## src/rtl/narrow_packer_pkg.sv

```systemverilog
// Shared types and widths for the 32-to-16 narrow packer and its helpers.
package narrow_packer_pkg;

    localparam int DATA_W = 32;
    localparam int HALF_W = 16;

    typedef enum logic [1:0] {
        ST_IDLE  = 2'd0,
        ST_SHORT = 2'd1,
        ST_LO    = 2'd2,
        ST_HI    = 2'd3
    } state_t;

endpackage

```

## src/rtl/narrow_packer_sext_fit.sv

```systemverilog
// Combinational: word fits in 16 bits when sign-extending its low half reproduces it.
// Zero latency, no flow control; shared with the decode path.
module sext_fit
    import narrow_packer_pkg::*;
(
    input  logic [DATA_W-1:0] i_word,
    output logic              o_fits
);

    logic [DATA_W-HALF_W:0] w_top;

    assign w_top  = i_word[DATA_W-1:HALF_W-1];
    assign o_fits = (&w_top) | ~(|w_top);

endmodule

```

## src/rtl/narrow_packer.sv

```systemverilog
// Packs accepted 32-bit words into one short 16-bit beat (if sign-extendable) or LO/HI beats.
// First beat one cycle after acceptance; accepts only in IDLE, beats hold while out_ready is low.
module narrow_packer
    import narrow_packer_pkg::*;
#(
    parameter int CNT_W = 16
) (
    input  logic              clk,
    input  logic              rst,
    input  logic              in_valid,
    input  logic [DATA_W-1:0] in_data,
    output logic              in_ready,
    output logic              out_valid,
    output logic [HALF_W-1:0] out_data,
    output logic              out_short,
    output logic              out_last,
    input  logic              out_ready,
    output logic [CNT_W-1:0]  cnt_words,
    output logic [CNT_W-1:0]  cnt_short
);

    localparam logic [CNT_W-1:0] CNT_ONE = {{(CNT_W-1){1'b0}}, 1'b1};

    state_t              r_state;
    state_t              w_state_nxt;
    logic [DATA_W-1:0]   r_word;
    logic [CNT_W-1:0]    r_cnt_words;
    logic [CNT_W-1:0]    r_cnt_short;
    logic                w_fits;
    logic                w_accept;

    sext_fit u_sext_fit (
        .i_word (in_data),
        .o_fits (w_fits)
    );

    assign in_ready = (r_state == ST_IDLE) && !rst;
    assign w_accept = in_valid && in_ready;

    always_ff @(posedge clk) begin
        if (rst) begin
            r_state <= ST_IDLE;
        end else begin
            r_state <= w_state_nxt;
        end
    end

    always_comb begin
        w_state_nxt = r_state;
        case (r_state)
            ST_IDLE: begin
                if (w_accept) begin
                    w_state_nxt = w_fits ? ST_SHORT : ST_LO;
                end
            end
            ST_SHORT: if (out_ready) w_state_nxt = ST_IDLE;
            ST_LO:    if (out_ready) w_state_nxt = ST_HI;
            ST_HI:    if (out_ready) w_state_nxt = ST_IDLE;
            default:  w_state_nxt = ST_IDLE;
        endcase
    end

    // Beat fields derive only from state and the captured word, so they are stable under backpressure.
    always_comb begin
        out_valid = 1'b0;
        out_data  = '0;
        out_short = 1'b0;
        out_last  = 1'b0;
        case (r_state)
            ST_SHORT: begin
                out_valid = 1'b1;
                out_data  = r_word[HALF_W-1:0];
                out_short = 1'b1;
                out_last  = 1'b1;
            end
            ST_LO: begin
                out_valid = 1'b1;
                out_data  = r_word[HALF_W-1:0];
            end
            ST_HI: begin
                out_valid = 1'b1;
                out_data  = r_word[DATA_W-1:HALF_W];
                out_last  = 1'b1;
            end
            default: begin
                out_valid = 1'b0;
            end
        endcase
    end

    always_ff @(posedge clk) begin
        if (rst) begin
            r_word      <= '0;
            r_cnt_words <= '0;
            r_cnt_short <= '0;
        end else if (w_accept) begin
            r_word      <= in_data;
            r_cnt_words <= r_cnt_words + CNT_ONE;
            if (w_fits) begin
                r_cnt_short <= r_cnt_short + CNT_ONE;
            end
        end
    end

    assign cnt_words = r_cnt_words;
    assign cnt_short = r_cnt_short;

endmodule

```

## config.mk

```make
export PLATFORM = sky130hd
export DESIGN_NAME = narrow_packer
export DESIGN_NICKNAME = d
export VERILOG_FILES = /design/src/rtl/narrow_packer_pkg.sv /design/src/rtl/narrow_packer_sext_fit.sv /design/src/rtl/narrow_packer.sv
export SDC_FILE = /design/constraint.sdc
export NUM_CORES = 1
export LEC_CHECK = 0
export ABC_AREA = 1
export ABC_CLOCK_PERIOD_IN_PS = 1550
export BUFFER_PORTS_ARGS = -buffer_cell sky130_fd_sc_hd__buf_2
export CAP_MARGIN = 5
export CORE_ASPECT_RATIO = 1.25
export CORE_UTILIZATION = 48
export DETAILED_ROUTE_END_ITERATION = 10
export PLACE_DENSITY = 0.76
export SLEW_MARGIN = 0
export SYNTH_ARGS = -nofsm -noshare
export SYNTH_HDL_FRONTEND = slang
export SYNTH_SLANG_ARGS = --single-unit
```

## constraint.sdc

```tcl
create_clock -name clk -period 1.55 [get_ports clk]
set_input_delay 0.155 -clock clk [delete_from_list [all_inputs] [get_ports clk]]
set_output_delay 0.155 -clock clk [all_outputs]
set_load 0.02 [all_outputs]
```

==> flow_summary.ini <==
[grt]
antenna_found_initial = 0
grt_max_degree = 45
grtUsageTotal_pct = 25.3
grt_overflow = 0
grt_pass1_wl_mm = 15.0
grt_pass1_vias = 3404

[sta]
layout_setup_ws_ps = -165
rsz0062_at_grt = true
min_period_ps = 1720
clock-skew-final_ps = 10.9
hold_violations = 0
timing.final.crit_share_pct = 111
slew_violations = 0
hold_slack_ps = 8.30
worstMarginPinSlew_ps = 448
max_freq_ghz = 0.583
relSlewSlack_pct = 70.1
setup_viol = 20
fin_tns_setup_ps = -2330

[setup_path]
rrSetupSlack_ps = -80
reg2regPathDepth = 10
path_buf_inv = 3
crit_type = reg2out
path_cells = inv_2 -> ha_4 -> buf_12 -> nand2_2 -> a21oi_2 -> buf_6
worstSetupStartpointType = flop
cpPeakStageDelay_ps = 350
r2r-end = r_state[0]
required_ps = 1390
critPathArrivalTime_ps = 1560
worstPathMaxFanout = 7
r2r-start = r_state[1]
cp_slowest_cell = dfxtp_2
crit_family = flip-flops
end_kind = output port

[finish]
final_cell_area_mm2 = 0.00473
diodes = 0
multi_input_area_mm2 = 0.00209
fin_cells = 701
fin_util_pct = 70.7
drive_gt1_share_pct = 30.5
area_growth_pct = 39.1
fill_cells = 553
seq_area_mm2 = 0.00132
nNetsFinal = 653

[place]
dp_slack_ps = -71.8
dp_cells = 675
place_area_mm2 = 0.00410
hpwl_mm = 6.17
routabilityCongestion = 0.884
port_buffers = 87

[power]
p_sw_mw = 1.97
p_clk_share_pct = 24.5
p_leak_nw = 2.15
p_seq_share_pct = 35.7
p_total_mw = 5.68
ir_drop_uv = 744
comb_power_share_pct = 39.8
power.internal_mw = 3.70
switching_share_pct = 34.7
power_density_mw_per_mm2 = 1200

[clock_network]
cts_buffer_depth = 2
numCtsBuffers = 9
clkLatencyLatePin_ps = 340
h-tree-depth = 3
cts_root_buf = clkbuf_8
cts_tree = built
clk_pin_slew_ps = 60
cts_sinks = 66

[synthesis]
postSynthAreaPerCell_um2 = 6.71
syn-num-nets = 550
async_flop_share_pct = 0
netlist_area_mm2 = 0.00340
syn_inst = 507
synth_top_area_share_pct = 38.8
yosys-top-cells-area = dfxtp_1 39%, nand2_1 20%, nand3_1 9.6%
dominantRegCellSynth = dfxtp_1
synth_edf_count = 0
ys_seq_area_share_pct = 38.8
synth.distinct_cells = 33
synth.yosys.warnings = 0
yosys_register_bits = 66
yosysTopAreaCell = dfxtp_1

[die]
start_util_pct = 50.9
core_mm2 = 0.00669
die_area_mm2 = 0.00743
rows = 33
die_x_um = 77.3
num_io_pins = 88
die_h_um = 96.1

[worst_hold_path]
whs_endpoint = r_word[0]
hp-start = in_data[0]
hold_path_class = in2reg
whs_path_depth = 3

[detailed_routing]
drc_errors = 0
vias = 3634
wl_per_cell_um = 13.2
finalWirelength_mm = 9.28
viasPerCell = 5.18
drtAntennaViolNets = 0
dr.pass1.iters = 5
first_iter_violations = 222

[status]
violations = negative setup slack
outcome = finished, violations left

[flow_run]
maxCapViolations = 0
## cells by family after synthesis
family	synth area share, %
fa+ha+maj	2.57
xor+xnor	2.32
compound gates	8.17
simple gates	40.5
buf+inv	7.65
flops	38.8
## placed cells by master, fill, tap and decap left out, drive strengths merged, types with 2 or more instances in the layout
master	instances
clkbuf	14
xnor2	2
nor2	51
ha	7
nand4	9
inv	33
or2	2
buf	113
nor3	2
nand3	69
clkinv	2
xor2	7
dfxtp	66
nand2	179
a21oi	40
o21ai	10
## power by group through the flow
stage	logic [mW]	registers [mW]	clock network (mW)
2_1_floorplan	0.921	2.02	0
3_3_place_gp	1.42	2.02	0
3_5_place_dp	1.46	2.03	0
4_1_cts	1.82	2.00	1.42
5_1_grt	2.40	2.05	1.49
6_report	2.26	2.03	1.39
## synthesized netlist by cell type, types with 2 or more instances
cell type	n
nand2_1	177
dfxtp_1	66
nand3_1	65
nor2_1	48
a21oi_1	40
inv_1	31
clkbuf_1	12
o21ai_0	10
nand4_1	9
ha_1	7
xor2_1	7
buf_2	4
buf_1	3
buf_6	3
nand2_4	2
nand3_2	2
nand3_4	2
nor3_1	2
or2_1	2
xnor2_1	2
## worst max-delay path by stage
| stage | from | endpoint | slack [ps] | cells past startpoint |
|---|---|---|---|---|
| after floorplan | r_state[0] | cnt_words[1] | 10 | 9 |
| after global routing | r_state[1] | out_data[0] | -190 | 6 |
| after CTS | r_state[1] | out_data[4] | -150 | 6 |
| after global placement | r_state[1] | cnt_words[14] | 50 | 9 |
| final | r_state[1] | out_data[14] | -170 | 6 |
| after detailed placement | r_state[1] | r_state[1] | -70 | 8 |
## per-layer routing
metal,up-vias,part of all wire (%),GRT usage (%)
met5,-,0,0
met4,0,2.2,11.6
met3,19,4.8,4.36
met2,121,53,47.8
met1,1663,40,27.6
li1,1831,-,-
## sequential cells by signal, summed over array words and instances, names as in the netlist
signal and cells:
r_state 2, cnt_words 16, r_word 32, cnt_short 16
## cell type report
cell class	count	share of cell area (%)
Sequential cell	66	28.0
Inverter	33	2.83
Tap cell	87	2.30
Clock buffer	12	3.07
Clock inverter	3	0.846
Multi-Input combinational cell	384	44.2
Timing Repair Buffer	116	18.8
## what timing repair did
item                                   CTS  global route
pin swaps                                1            24
hold buffers                             1             0
endpoints found under the hold margin    1             0
setup endpoints to repair               26            23
resized for setup                       50            43
cloned                                   1             2
buffers inserted                         4             3
## worst min-delay path, cell delays in order
cell,delay [ps]
buf_2,80
nand2_1,40
nand2_1,50
No activity file was read; power rests on OpenSTA's default activity.
